File: src/rtl/sync_fifo_param_if.sv
// Handshake and status bundle between a FIFO producer/consumer (master) and sync_fifo_param (slave).
interface sync_fifo_param_if #(
   parameter int unsigned DATA_W = 8,
   parameter int unsigned ADDR_W = 6
);
   logic              wr_en;
   logic [DATA_W-1:0] wr_data;
   logic              rd_en;
   logic [DATA_W-1:0] rd_data;
   logic              rd_valid;
   logic              full;
   logic              empty;
   logic              almost_full;
   logic              almost_empty;
   logic [ADDR_W:0]   count;
   logic              overflow;
   logic              underflow;

   modport master (
      output wr_en, wr_data, rd_en,
      input  rd_data, rd_valid, full, empty, almost_full, almost_empty,
             count, overflow, underflow
   );

   modport slave (
      input  wr_en, wr_data, rd_en,
      output rd_data, rd_valid, full, empty, almost_full, almost_empty,
             count, overflow, underflow
   );
endinterface

File: src/rtl/sync_fifo_param.sv
// Single-clock FIFO with registered status flags, error pulses and a selectable
// registered-read or first-word-fall-through read port.
module sync_fifo_param #(
   parameter int unsigned DATA_W   = 8,
   parameter int unsigned ADDR_W   = 6,
   parameter int unsigned AF_LEVEL = (2**ADDR_W) - 4,
   parameter int unsigned AE_LEVEL = 4,
   parameter int unsigned FWFT     = 0
) (
   input  logic              clk,
   input  logic              rst,
   sync_fifo_param_if.slave  bus
);
   localparam int unsigned DEPTH = 2**ADDR_W;
   localparam int unsigned CNT_W = ADDR_W + 1;

   logic [DATA_W-1:0] mem [DEPTH];
   logic [ADDR_W-1:0] wr_ptr;
   logic [ADDR_W-1:0] rd_ptr;
   logic [CNT_W-1:0]  count_q;
   logic [DATA_W-1:0] rd_data_q;
   logic              rd_valid_q;
   logic              full_q;
   logic              empty_q;
   logic              almost_full_q;
   logic              almost_empty_q;
   logic              overflow_q;
   logic              underflow_q;

   logic              wr_acc_c;
   logic              rd_acc_c;
   logic [ADDR_W-1:0] rd_ptr_next_c;
   logic [CNT_W-1:0]  count_after_rd_c;
   logic [CNT_W-1:0]  count_next_c;

   // Accept decisions use the registered flags, so a full FIFO can still pop
   // and an empty FIFO can still push in the same cycle.
   always_comb begin
      wr_acc_c         = bus.wr_en && !full_q;
      rd_acc_c         = bus.rd_en && !empty_q;
      rd_ptr_next_c    = rd_ptr + ADDR_W'(rd_acc_c);
      count_after_rd_c = count_q - CNT_W'(rd_acc_c);
      count_next_c     = count_after_rd_c + CNT_W'(wr_acc_c);
   end

   always_ff @(posedge clk) begin
      if (!rst && wr_acc_c) begin
         mem[wr_ptr] <= bus.wr_data;
      end
   end

   always_ff @(posedge clk) begin
      if (rst) begin
         wr_ptr         <= '0;
         rd_ptr         <= '0;
         count_q        <= '0;
         full_q         <= 1'b0;
         empty_q        <= 1'b1;
         almost_full_q  <= 1'b0;
         almost_empty_q <= 1'b1;
         overflow_q     <= 1'b0;
         underflow_q    <= 1'b0;
      end else begin
         if (wr_acc_c) begin
            wr_ptr <= wr_ptr + ADDR_W'(1);
         end
         rd_ptr         <= rd_ptr_next_c;
         count_q        <= count_next_c;
         full_q         <= (count_next_c == CNT_W'(DEPTH));
         empty_q        <= (count_next_c == '0);
         almost_full_q  <= (count_next_c >= CNT_W'(AF_LEVEL));
         almost_empty_q <= (count_next_c <= CNT_W'(AE_LEVEL));
         overflow_q     <= bus.wr_en && full_q;
         underflow_q    <= bus.rd_en && empty_q;
      end
   end

   if (FWFT != 0) begin : g_fwft
      // Preload the next head word; a word written into a FIFO that is empty
      // after this edge's pop bypasses the array, which is not yet written.
      always_ff @(posedge clk) begin
         if (rst) begin
            rd_data_q  <= '0;
            rd_valid_q <= 1'b0;
         end else begin
            rd_valid_q <= (count_next_c != '0);
            if (count_next_c != '0) begin
               if (count_after_rd_c == '0) begin
                  rd_data_q <= bus.wr_data;
               end else begin
                  rd_data_q <= mem[rd_ptr_next_c];
               end
            end
         end
      end
   end else begin : g_reg
      always_ff @(posedge clk) begin
         if (rst) begin
            rd_data_q  <= '0;
            rd_valid_q <= 1'b0;
         end else begin
            rd_valid_q <= rd_acc_c;
            if (rd_acc_c) begin
               rd_data_q <= mem[rd_ptr];
            end
         end
      end
   end

   assign bus.rd_data      = rd_data_q;
   assign bus.rd_valid     = rd_valid_q;
   assign bus.full         = full_q;
   assign bus.empty        = empty_q;
   assign bus.almost_full  = almost_full_q;
   assign bus.almost_empty = almost_empty_q;
   assign bus.count        = count_q;
   assign bus.overflow     = overflow_q;
   assign bus.underflow    = underflow_q;
endmodule

File: src/flat_wrapper.sv
// flat-port wrapper written by rule: the top's interface ports become plain ports
module sync_fifo_param_flat 
#(
   parameter int unsigned DATA_W   = 8,
   parameter int unsigned ADDR_W   = 6,
   parameter int unsigned AF_LEVEL = (2**ADDR_W) - 4,
   parameter int unsigned AE_LEVEL = 4,
   parameter int unsigned FWFT     = 0
)
  (clk, rst, bus_wr_en, bus_wr_data, bus_rd_en, bus_rd_data, bus_rd_valid, bus_full, bus_empty, bus_almost_full, bus_almost_empty, bus_count, bus_overflow, bus_underflow);
  sync_fifo_param_if #(.DATA_W(DATA_W), .ADDR_W(ADDR_W)) bus_i ();
  input  logic clk;
  input  logic rst;
  input wire logic [$bits(bus_i.wr_en)-1:0] bus_wr_en;
  input wire logic [$bits(bus_i.wr_data)-1:0] bus_wr_data;
  input wire logic [$bits(bus_i.rd_en)-1:0] bus_rd_en;
  output wire logic [$bits(bus_i.rd_data)-1:0] bus_rd_data;
  output wire logic [$bits(bus_i.rd_valid)-1:0] bus_rd_valid;
  output wire logic [$bits(bus_i.full)-1:0] bus_full;
  output wire logic [$bits(bus_i.empty)-1:0] bus_empty;
  output wire logic [$bits(bus_i.almost_full)-1:0] bus_almost_full;
  output wire logic [$bits(bus_i.almost_empty)-1:0] bus_almost_empty;
  output wire logic [$bits(bus_i.count)-1:0] bus_count;
  output wire logic [$bits(bus_i.overflow)-1:0] bus_overflow;
  output wire logic [$bits(bus_i.underflow)-1:0] bus_underflow;
  assign bus_i.wr_en = bus_wr_en;
  assign bus_i.wr_data = bus_wr_data;
  assign bus_i.rd_en = bus_rd_en;
  assign bus_rd_data = bus_i.rd_data;
  assign bus_rd_valid = bus_i.rd_valid;
  assign bus_full = bus_i.full;
  assign bus_empty = bus_i.empty;
  assign bus_almost_full = bus_i.almost_full;
  assign bus_almost_empty = bus_i.almost_empty;
  assign bus_count = bus_i.count;
  assign bus_overflow = bus_i.overflow;
  assign bus_underflow = bus_i.underflow;
  sync_fifo_param #(.DATA_W(DATA_W), .ADDR_W(ADDR_W), .AF_LEVEL(AF_LEVEL), .AE_LEVEL(AE_LEVEL), .FWFT(FWFT)) u_core (.clk(clk), .rst(rst), .bus(bus_i));
endmodule
File: config.mk
export PLATFORM = sky130hd
export DESIGN_NAME = sync_fifo_param_flat
export DESIGN_NICKNAME = d
export VERILOG_FILES = /design/src/rtl/sync_fifo_param_if.sv /design/src/rtl/sync_fifo_param.sv /design/src/flat_wrapper.sv
export SDC_FILE = /design/constraint.sdc
export NUM_CORES = 1
export LEC_CHECK = 0
export ABC_AREA = 1
export CELL_PAD_IN_SITES_DETAIL_PLACEMENT = 2
export CELL_PAD_IN_SITES_GLOBAL_PLACEMENT = 2
export CORE_ASPECT_RATIO = 0.75
export CORE_MARGIN = 2
export CORE_UTILIZATION = 38
export DETAILED_ROUTE_END_ITERATION = 12
export GPL_TIMING_DRIVEN = 0
export PLACE_DENSITY_LB_ADDON = 0.1
export RECOVER_POWER = 25
export SYNTH_ARGS = -nofsm -noshare
export SYNTH_HDL_FRONTEND = slang
export SYNTH_SLANG_ARGS = --single-unit
export TNS_END_PERCENT = 1
File: constraint.sdc
create_clock -name clk -period 3.05 [get_ports clk]
set_clock_uncertainty 0.2 [all_clocks]
set_input_delay 0.4575 -clock clk [delete_from_list [all_inputs] [get_ports clk]]
set_output_delay 0.4575 -clock clk [all_outputs]
set_load 0.01 [all_outputs]
# After elaboration in Yosys (flattened, before gate mapping)
# Memory sizes are Yosys's and may differ from the RTL's. A register that Yosys moved wholly into a read port is not among the register bits.
# Cells that the tools add are included.
[totals]
mem_count = 1
out_inout_bits = 22
reg_bits = 26
in_bits = 12
mem_bits_rw = 512
[memory_table]
columns = ["memory", "words", "word_bits", "read_ports", "rd_ports_with_merged_regs", "wr", "line", "source"]
rows = [
  ["u_core.mem", 64, 8, 1, 1, 1, "sync_fifo_param.sv:17", "logic [DATA_W-1:0] mem [DEPTH];"],
]
[classes]
n_eq_ne = 1
n_reduce_logical = 9
muxes = 2
n_lt_le_gt_ge = 2
add_sub_neg = 4
[op_table]
columns = ["op", "n"]
rows = [
  ["$add 7x1->7", 1],
  ["$eq 7x7->1 const B", 1],
  ["$ge 7x6->1 const B", 1],
  ["$le 7x3->1 const B", 1],
  ["$logic_not 7->1", 1],
  ["$sub 7x1->7", 1],
  ["$add 6x1->6", 1],
  ["$add 6x1->6 const B", 1],
  ["$logic_and 1x1->1", 5],
  ["$logic_not 1->1", 3],
  ["$mux 1", 2],
]

# Longest topological paths before layout
# Gate-level depths: netlist (run 1).
[depth]
word_depth = 5
ltp_mapped = 14
mapped_depth_nobuf = 13

# Least setup slack after synthesis (run 1)
# No wires, ideal clock.
[synth_path]
path_kind = "input to register"
from = "input bus_rd_en"
to = "register u_core.almost_empty_q (netlist: u_core.bus.almost_empty)"
path_slack_ns = 0.030
t_arrival_ns = 2.746
setup_time_ns = 0.074
cell_stages = 13
path_cell_list = "inv_1 -> nor2_1 -> clkbuf_1 -> ha_1 -> inv_1 -> ha_1 -> inv_1 -> fa_1 -> xnor2_1 -> inv_1 -> a21oi_1 -> or2_2 -> o21ai_0"
[synth_via]
elab_chain_len = 4
[synth_lines]
columns = ["element", "line", "source"]
rows = [
  ["start: declaration", "flat_wrapper.sv:16", "input wire logic [$bits(bus_i.rd_en)-1:0] bus_rd_en;"],
  ["$logic_and 1x1->1", "sync_fifo_param.sv:40", "rd_acc_c = bus.rd_en && !empty_q;"],
  ["via u_core.rd_acc_c", "sync_fifo_param.sv:31", "logic rd_acc_c;"],
  ["$sub 7x1->7", "sync_fifo_param.sv:42", "count_after_rd_c = count_q - CNT_W'(rd_acc_c);"],
  ["$add 7x1->7", "sync_fifo_param.sv:43", "count_next_c = count_after_rd_c + CNT_W'(wr_acc_c);"],
  ["$le 7x3->1", "sync_fifo_param.sv:72", "almost_empty_q <= (count_next_c <= CNT_W'(AE_LEVEL));"],
  ["end signal: assignment", "sync_fifo_param.sv:72", ""],
  ["end: declaration", "sync_fifo_param.sv:26", "logic almost_empty_q;"],
]
# The timed path passes the listed nets, and every way through them passes these cells.
# A chain may end at the register's enable or synchronous reset.

# Final worst setup path (run 1)
[layout_path]
from = "input bus_wr_en"
to = "memory u_core.mem[16][6] (enable)"
[layout_via]
elab_chain_len = 4
[layout_lines]
columns = ["element", "line", "source"]
rows = [
  ["start: declaration", "flat_wrapper.sv:14", "input wire logic [$bits(bus_i.wr_en)-1:0] bus_wr_en;"],
  ["$logic_and 1x1->1", "sync_fifo_param.sv:39", "wr_acc_c = bus.wr_en && !full_q;"],
  ["via u_core.wr_acc_c", "sync_fifo_param.sv:30", "logic wr_acc_c;"],
  ["$logic_and 1x1->1", "sync_fifo_param.sv:47", "if (!rst && wr_acc_c) begin"],
  ["$mux 1", "sync_fifo_param.sv:47", ""],
  ["$mux 1 (not written as such)", "sync_fifo_param.sv:48", "mem[wr_ptr] <= bus.wr_data;"],
  ["end: declaration", "sync_fifo_param.sv:17", ""],
]
# The timed path passes the listed nets, and every way through them passes these cells.

==> flow_metrics.env, run 1 <==
export IMPL_outcome="finished with violations"
export IMPL_violations="max-capacitance violations, max-slew violations, negative setup slack"
export IMPL_gp_congestion=0.866
export IMPL_vias=17000
export IMPL_n_antenna_cell=0
export IMPL_dr_pass1_iters=5
export IMPL_synthMuxAreaShare_pct=0
export IMPL_path_max_fanout=8
export IMPL_tightest_slew_ps=1830
export IMPL_path_class="primary input to register"
export IMPL_max_freq_mhz=295
export IMPL_die_width_um=289
export IMPL_path_cells="clkdlybuf4s50_1 > inv_1 > nor2_2 > inv_1 > nor2_4 > nand4_1 > nor2_1"
export IMPL_clockRootBuffer="clkbuf_16"
export IMPL_grt_pass1_vias=17900
export IMPL_h_tree_depth=2
export IMPL_fin_crit_sh_pct=111
export IMPL_filler_cell_count=6304
export IMPL_clock_sinks=546
export IMPL_cts_tree="built"
export IMPL_drv_slew=148
export IMPL_critPathLaunchType="primary input"
export IMPL_cts_hold_buf=0
export IMPL_cpMaxStageDelayCell="nor2_1"
export IMPL_synth_xor_area_share_pct=0.303
export IMPL_critPathCaptureType="register"
export IMPL_ios=34
export IMPL_worst_path_buf_inv=3
export IMPL_grt_max_degree=65
export IMPL_timing_hold_violations_final=0
export IMPL_drive_gt1_share_pct=10.3
export IMPL_ys_warn_count=0
export IMPL_multi_input_area_mm2=0.00594
export IMPL_grt_usage_pct=27.8
export IMPL_total_power_uw=19600
export IMPL_port_buffers=32
export IMPL_drt_vias_per_instance=5.39
export IMPL_postLayoutCoreUtil_pct=44.1
export IMPL_fin_ws_ps=-336
export IMPL_antenna_found_initial=1
export IMPL_routedWlPerCell_um=27.2
export IMPL_syn_inst=2203
export IMPL_synth_compound_area_share_pct=1.99
export IMPL_synth_top_family_by_area="simple AND/OR/NAND/NOR gates"
export IMPL_rows=78
export IMPL_cp_slowest_stage_delay_ps=940
export IMPL_register_area_mm2=0.0161
export IMPL_die_area_mm2=0.0628
export IMPL_syn_avg_cell_area_um2=10.5
export IMPL_max_vdd_ir_drop_mv=0.487
export IMPL_path_clk_slew_ps=60
export IMPL_finalCriticalPeriod_ps=3390
export IMPL_cts_made_buffers=57
export IMPL_place_hpwl_um=60000
export IMPL_wirelength_um=85900
export IMPL_maxCapViolCount=4
export IMPL_drc=0
export IMPL_powerDensity_mw_per_mm2=738
export IMPL_critPathTopFamily="simple AND/OR/NAND/NOR gates"
export IMPL_area_growth_syn_to_layout_pct=15.1
export IMPL_crit_required_ps=3100
export IMPL_setup_viol=196
export IMPL_coreArea_mm2=0.0603
export IMPL_ys_seq_elements=546
export IMPL_drt_iter0_drc=1526
export IMPL_final_cell_mix="nand2_1 (670), edfxtp_1 (512), nand3_1 (291), inv_1 (205), nor2_1 (188)"
export IMPL_synth_fp_nets=2226
export IMPL_synth_seq_area_share_pct=69.5
export IMPL_die_h_um=218
export IMPL_max_slew_margin_pct=-22.2
export IMPL_grt_setup_unrepaired="yes"
export IMPL_cp_arrival_ps=3440
export IMPL_final_nets=2337
export IMPL_grt_pass1_wl_um=125000
export IMPL_cp_common_cell="inv_1"
export IMPL_hold_class="primary input to register"
export IMPL_grt_overflow=0
export IMPL_synthDistinctLibCells=29
export IMPL_clockBufferDepth=3
export IMPL_synthSimpleGateAreaFrac_pct=21.8
export IMPL_initial_core_util_pct=38.3
export IMPL_antenna_left=0
export IMPL_insertion_delay_ps=630
export IMPL_netlist_area_mm2=0.0231
export IMPL_synth_fa_ha_area_share_pct=0.628
export IMPL_final_common_cell="nand2_1"
export IMPL_p_leak_uw=0.0103
## cell usage after synthesis
| master | n | area [µm²] |
|---|---|---|
| a21oi_1 | 36 | 180 |
| nor2_1 | 235 | 882 |
| xnor2_1 | 5 | 43.8 |
| dfxtp_1 | 34 | 681 |
| nor2_4 | 1 | 11.3 |
| a211oi_1 | 1 | 7.51 |
| inv_2 | 2 | 7.51 |
| inv_1 | 205 | 769 |
| clkinv_1 | 5 | 18.8 |
| nor3_1 | 4 | 20.0 |
| edfxtp_1 | 512 | 15400 |
| clkbuf_1 | 21 | 78.8 |
| buf_6 | 1 | 11.3 |
| xor2_1 | 3 | 26.3 |
| or2_2 | 1 | 6.26 |
| and3_1 | 8 | 50.1 |
| buf_4 | 9 | 67.6 |
| nor4_1 | 7 | 43.8 |
| nand2_1 | 670 | 2510 |
| buf_2 | 68 | 340 |
| o21bai_1 | 2 | 15.0 |
| o211ai_1 | 1 | 7.51 |
| ha_1 | 10 | 125 |
| fa_1 | 1 | 20.0 |
| buf_1 | 11 | 41.3 |
| nand4_1 | 10 | 62.6 |
| a31o_2 | 1 | 8.76 |
| nand3_1 | 291 | 1460 |
| o21ai_0 | 48 | 240 |
## path summary, 6_finish.rpt
path | cells after the start | to | start | slack (ps)
worst min-delay path | 2 | u_core.bus.count[2]$_SDFF_PP0_ | rst | 190
worst max-delay path | 7 | u_core.mem[16][6]$_DFFE_PP_ | bus_wr_en | -340
worst max register to register | 5 | u_core.mem[16][6]$_DFFE_PP_ | u_core.bus.full$_SDFF_PP0_ | -330
worst min register to register | 2 | u_core.bus.overflow$_SDFF_PP0_ | u_core.bus.full$_SDFF_PP0_ | 270
## flip-flops by register name, summed over array words and instances, names as in the netlist
register / flops
u_core.bus.almost_full: 1
u_core.bus.underflow: 1
u_core.bus.almost_empty: 1
u_core.bus.count: 7
u_core.bus.empty: 1
u_core.bus.rd_valid: 1
u_core.bus.overflow: 1
u_core.bus.rd_data: 8
u_core.wr_ptr: 6
u_core.mem: 512
u_core.bus.full: 1
u_core.rd_ptr: 6
## final cells by class
class / count / share of cell area, %
Sequential cell: 546 / 60.3
Tap cell: 800 / 3.76
Clock buffer: 76 / 5.83
Inverter: 212 / 2.99
Timing Repair Buffer: 52 / 1.82
Clock inverter: 29 / 0.875
Multi-Input combinational cell: 1335 / 22.3
Buffer: 110 / 2.08
## cell families (layout without fill, tap and decap cells)
group / after synthesis / count (layout)
xor+xnor: 8 / 8
flops: 546 / 546
buf+inv: 322 / 479
compound gates: 89 / 89
simple gates: 1227 / 1227
fa+ha+maj: 11 / 11
## metrics by stage
stage	hold WS [ps]	std cells	setup WS, ps	cell area (µm²)	TNS, ps
2_1_floorplan	267	2203	30.0	23100	0
3_3_place_gp	243	3035	-1530	24400	-905770
3_5_place_dp	256	3049	-1200	24700	-446280
4_1_cts	44.3	3158	-442	26600	-82090
5_1_grt	205	3160	-410	26600	-51600
6_report	192	3160	-336	26600	-40800
## per-layer routing
metal	vias up	track usage, %	routed length (µm)
met5	-	0	0
met4	0	7.10	2000
met3	115	6.65	6220
met2	506	42.0	38000
met1	8850	40.1	39700
li1	7558	-	-
## power breakdown
part           leakage, µW  total, µW  internal, µW  switching, µW
clock             0.000878       6920          3880           3030
combinational      0.00449       4320          1230           3090
sequential         0.00488       8390          8310           83.8
total               0.0103      19600         13400           6210
## timing repair
| action | CTS | global route |
|---|---|---|
| pin swaps | 0 | 2 |
| setup endpoints to repair | 437 | 385 |
| buffers inserted | 4 | 2 |
| gates resized for setup | 39 | 24 |
| gates cloned | 0 | 0 |
Note: power is estimated with default switching activity, not from simulation.
==> inputs of run 2 (changes only) <==
TNS_END_PERCENT = not set   (was 1)
==> run 2 against run 1 <==
- wire length rose by 0.48%
- count of clock-buffer cells in the layout did not move
- final area rose by 0.31%
- the run still ends with max-capacitance violations, max-slew violations, negative setup slack left
- worst hold slack improved by 1.6 ps
- maximum frequency rose by 11%
- global-route usage rose by 0.12 points
- sequential power barely moved
- first-iteration DRC count rose by 7.3%
- clock power barely moved
- die area did not move
- via count rose by 0.70%
==> flow_metrics.env, run 2 (same netlist as run 1, synthesis figures left out) <==
export IMPL_fin_crit_sh_pct=100
export IMPL_h_tree_depth=2
export IMPL_grt_max_degree=65
export IMPL_port_buffers=32
export IMPL_clock_sinks=546
export IMPL_insertion_delay_ps=630
export IMPL_clockRootBuffer="clkbuf_16"
export IMPL_path_max_fanout=9
export IMPL_drv_slew=149
export IMPL_cpMaxStageDelayCell="nor2_1"
export IMPL_grt_pass1_vias=18000
export IMPL_ios=34
export IMPL_cp_arrival_ps=3110
export IMPL_drc=0
export IMPL_dr_pass1_iters=5
export IMPL_cts_made_buffers=57
export IMPL_max_slew_margin_pct=-24.5
export IMPL_max_vdd_ir_drop_mv=0.487
export IMPL_reg2reg_from="u_core.wr_ptr[1]$_SDFFE_PP0N_"
export IMPL_drive_gt1_share_pct=10.3
export IMPL_maxCapViolCount=4
export IMPL_cp_slowest_stage_delay_ps=740
export IMPL_critPathCaptureType="register"
export IMPL_cp_startpoint="u_core.wr_ptr[1]$_SDFFE_PP0N_"
export IMPL_drt_vias_per_instance=5.40
export IMPL_largest_reg_flops=512
export IMPL_setup_viol=8
export IMPL_die_width_um=289
export IMPL_cp_common_cell="nor2_1"
export IMPL_grt_overflow=0
export IMPL_cts_tree="built"
export IMPL_finalCriticalPeriod_ps=3060
export IMPL_gp_congestion=0.866
export IMPL_path_class="register to register"
export IMPL_hold_ws_ps=194
export IMPL_grt_usage_pct=27.9
export IMPL_fin_ws_ps=-9.04
export IMPL_grt_pass1_wl_um=125000
export IMPL_worst_path_buf_inv=2
export IMPL_min_delay_start="rst"
export IMPL_vias=17100
export IMPL_grt_setup_unrepaired="yes"
export IMPL_antenna_found_initial=2
export IMPL_die_h_um=218
export IMPL_crit_required_ps=3100
export IMPL_n_antenna_cell=0
export IMPL_hold_class="primary input to register"
export IMPL_outcome="finished with violations"
export IMPL_place_hpwl_um=60000
export IMPL_antenna_left=0
export IMPL_tightest_slew_ps=1870
export IMPL_final_cell_mix="nand2_1 (670), edfxtp_1 (512), nand3_1 (291), inv_1 (205), nor2_1 (199)"
export IMPL_initial_core_util_pct=38.3
export IMPL_timing_hold_violations_final=0
export IMPL_max_freq_mhz=327
export IMPL_critPathTopFamily="simple AND/OR/NAND/NOR gates"
export IMPL_violations="max-capacitance violations, max-slew violations, negative setup slack"
export IMPL_powerDensity_mw_per_mm2=735
export IMPL_final_nets=2351
export IMPL_rows=78
export IMPL_critPathLaunchType="register"
export IMPL_die_area_mm2=0.0628
export IMPL_dp_slack_ps=-1200
export IMPL_top_register="u_core.mem"
export IMPL_area_growth_syn_to_layout_pct=15.5
export IMPL_final_common_cell="nand2_1"
export IMPL_clockBufferDepth=3
export IMPL_routedWlPerCell_um=27.2
export IMPL_wirelength_um=86300
export IMPL_cts_hold_buf=0
export IMPL_path_clk_slew_ps=60
export IMPL_p_leak_uw=0.0103
export IMPL_filler_cell_count=6294
export IMPL_drt_iter0_drc=1638
export IMPL_coreArea_mm2=0.0603
export IMPL_path_cells="clkbuf_1 > nand2_1 > nor2_1 > inv_1 > nor2_1 > nand2_1 > nor2_1"
[run 2: area by class of cell]
type	instances	area (µm²)	area share, %
inverters	212	796	2.98
flip-flops and latches	546	16100	60.2
clock inverters	29	233	0.872
multi-input cells	1335	5930	22.2
repair buffers	66	574	2.15
well taps	800	1000	3.75
clock buffers	76	1550	5.81
plain buffers	110	549	2.06
[run 2: power by group]
group	total (µW)	internal [µW]	switching, µW
registers	8390	8310	82.8
clock network	6910	3880	3020
logic	4330	1230	3100
[run 2: timing repair]
item                                    4_1_cts  5_1_grt
endpoints found under the setup margin      437       92
gates resized for setup                      49        7
setup buffers                                17        3
pin swaps                                     1        1
[run 2: final timing paths]
kind,to,slack (ps),cells after the start
worst min-delay path,u_core.bus.count[2]$_SDFF_PP0_,190,2
worst max-delay path,u_core.mem[39][1]$_DFFE_PP_,-9,7
worst max register to register,u_core.mem[39][1]$_DFFE_PP_,-9,7
worst min register to register,u_core.bus.overflow$_SDFF_PP0_,260,2
[run 2: worst reg2reg max path, cell delays in order, from the launching register on]
cell	delay, ps
dfxtp_1	350
clkbuf_1	460
nand2_1	180
nor2_1	140
inv_1	100
nor2_1	180
nand2_1	340
nor2_1	740
[run 2: stage by stage]
step                      cell area, µm²  power (µW)  std cells  utilization (%)  TNS (ps)
final                              26700       19600       3174             44.3     -49.6
after global routing               26700       20500       3174             44.3     -2480
after CTS                          26700       19800       3171             44.3      -494
after detailed placement           24700       12800       3049             40.9   -446280
after global placement             24400       12600       3035             40.5   -905770
after floorplan                    23100       10900       2203                -         0
[run 2: layer usage]
layer | GRT usage, % | vias up | wire length, µm
li1 | - | 7579 | -
met1 | 40.3 | 8878 | 39500
met2 | 42.3 | 573 | 38100
met3 | 6.53 | 119 | 6630
met4 | 7.03 | 0 | 2140
met5 | 0 | - | 0
==> inputs of run 3 (changes only) <==
GPL_ROUTABILITY_DRIVEN = 0   (was not set)
TNS_END_PERCENT = 5   (was not set)
==> run 3 against run 2 <==
- the flow still finishes with violations (max-capacitance violations, max-slew violations, negative setup slack)
- non-clock buffer count down 10
- setup slack worse by 550 ps
- maximum frequency decreased by 15%
- final cell count shrank 0.32%
- wire length fell by 0.42%
- critical path depth is the same
- via count decreased by 0.92%
- count of clock-buffer cells in the layout unchanged
- global-route usage down 0.10 points
- die area unchanged
- register-to-register slack worse by 530 ps
- first-iteration DRC count decreased by 6.1%
- critical path type is now primary input to register
==> flow_metrics.env, run 3 (same netlist as run 1, synthesis figures left out) <==
export IMPL_setup_tns_ps=-64370
export IMPL_maxCapViolCount=4
export IMPL_grt_overflow=0
export IMPL_whs_path_depth=2
export IMPL_vias=17000
export IMPL_reg2reg_from="u_core.bus.full$_SDFF_PP0_"
export IMPL_largest_reg_flops=512
export IMPL_initial_core_util_pct=38.3
export IMPL_ios=34
export IMPL_die_h_um=218
export IMPL_fin_crit_sh_pct=118
export IMPL_final_cell_mix="nand2_1 (670), edfxtp_1 (512), nand3_1 (291), inv_1 (205), nor2_1 (192)"
export IMPL_die_width_um=289
export IMPL_min_delay_start="rst"
export IMPL_fin_ws_ps=-556
export IMPL_grt_max_degree=65
export IMPL_timing_hold_violations_final=0
export IMPL_outcome="finished with violations"
export IMPL_cts_hold_buf=0
export IMPL_hold_class="primary input to register"
export IMPL_dp_slack_ps=-1200
export IMPL_wirelength_um=86000
export IMPL_multi_input_area_mm2=0.00592
export IMPL_critPathLaunchType="primary input"
export IMPL_reg2reg_depth=5
export IMPL_dr_pass1_iters=5
export IMPL_register_area_mm2=0.0161
export IMPL_die_area_mm2=0.0628
export IMPL_antenna_left=0
export IMPL_cts_made_buffers=57
export IMPL_place_hpwl_um=60000
export IMPL_final_nets=2341
export IMPL_place_area_mm2=0.0247
export IMPL_drive_gt1_share_pct=10.2
export IMPL_insertion_delay_ps=630
export IMPL_drt_vias_per_instance=5.37
export IMPL_drv_slew=148
export IMPL_postLayoutCoreUtil_pct=44.1
export IMPL_n_antenna_cell=0
export IMPL_path_max_fanout=8
export IMPL_max_vdd_ir_drop_mv=0.484
export IMPL_top_register="u_core.mem"
export IMPL_grt_pass1_vias=17900
export IMPL_antenna_found_initial=2
export IMPL_routedWlPerCell_um=27.2
export IMPL_h_tree_depth=2
export IMPL_path_clk_slew_ps=60
export IMPL_clockBufferDepth=3
export IMPL_clock_sinks=546
export IMPL_tightest_slew_ps=1820
export IMPL_drt_iter0_drc=1538
export IMPL_cp_arrival_ps=3650
export IMPL_r2r_end="u_core.mem[40][1]$_DFFE_PP_"
export IMPL_finalCriticalPeriod_ps=3610
export IMPL_stdcell_area_mm2=0.0266
export IMPL_crit_required_ps=3090
export IMPL_setup_viol=178
export IMPL_drc=0
export IMPL_grt_setup_unrepaired="yes"
export IMPL_path_class="primary input to register"
export IMPL_filler_cell_count=6298
export IMPL_grt_pass1_wl_um=125000
export IMPL_critPathCaptureType="register"
export IMPL_rows=78
export IMPL_violations="max-capacitance violations, max-slew violations, negative setup slack"
export IMPL_min_to="u_core.bus.count[2]$_SDFF_PP0_"
export IMPL_max_freq_mhz=277
export IMPL_grt_usage_pct=27.8
export IMPL_powerDensity_mw_per_mm2=737
export IMPL_hold_ws_ps=194
export IMPL_final_common_cell="nand2_1"
export IMPL_port_buffers=32
export IMPL_cts_tree="built"
export IMPL_max_slew_margin_pct=-21.6
export IMPL_clockRootBuffer="clkbuf_16"
export IMPL_coreArea_mm2=0.0603
export IMPL_p_leak_uw=0.0103
export IMPL_r2r_setup_slack_ps=-540
export IMPL_area_growth_syn_to_layout_pct=15.2
[run 3: changes by cell type in the layout (fill, tap and decap cells not counted), sizes merged]
| cell | before | now |
|---|---|---|
| buf | 121 | 112 |
| clkbuf | 107 | 106 |
[run 3: final cells by class]
| type | instances | share of cell area, % |
|---|---|---|
| multi-input cells | 1335 | 22.2 |
| repair buffers | 56 | 1.93 |
| clock buffers | 76 | 5.82 |
| flip-flops and latches | 546 | 60.3 |
| well taps | 800 | 3.76 |
| clock inverters | 29 | 0.874 |
| plain buffers | 110 | 2.08 |
| inverters | 212 | 2.99 |
[run 3: how the worst max path moves through the flow]
stage | depth (start not counted) | startpoint | endpoint | slack (ps)
after global routing | 5 | u_core.bus.full$_SDFF_PP0_ | u_core.mem[40][1]$_DFFE_PP_ | -500
after detailed placement | 7 | bus_wr_en | u_core.mem[21][5]$_DFFE_PP_ | -1200
after CTS | 5 | u_core.bus.full$_SDFF_PP0_ | u_core.mem[19][5]$_DFFE_PP_ | -400
final | 7 | bus_wr_en | u_core.mem[40][1]$_DFFE_PP_ | -560
after floorplan | 13 | bus_rd_en | u_core.bus.almost_empty$_SDFF_PP1_ | 30
after global placement | 7 | bus_wr_en | u_core.mem[50][6]$_DFFE_PP_ | -1530
[run 3: worst max-delay path, cell delays in order]
cell and delay [ps]:
clkdlybuf4s50_1 480, inv_1 40, nor2_1 340, inv_1 270, nor2_4 270, nand4_1 790
nor2_1 980
[run 3: repair_timing]
item	CTS	global route
pin swaps	1	2
setup endpoints to repair	437	298
gates resized for setup	47	13
setup buffers	8	2
cloned	0	0
[run 3: power breakdown]
part	total, µW	switching, µW	internal [µW]
registers	8390	83.3	8310
clock network	6910	3030	3880
logic	4320	3090	1230
total	19600	6210	13400
[run 3: through the flow]
stage | power (µW) | std cells
2_1_floorplan | 10900 | 2203
3_3_place_gp | 12600 | 3035
3_5_place_dp | 12800 | 3049
4_1_cts | 19700 | 3162
5_1_grt | 20500 | 3164
6_report | 19600 | 3164
[run 3: layer usage]
metal,vias to the layer above,part of all wire [%],routed length [µm],GRT usage (%)
met5,-,0,0,0
met4,0,2.2,1870,6.92
met3,106,7.9,6780,6.59
met2,541,44,38200,42.2
met1,8789,45,39100,40.1
li1,7555,-,-,-
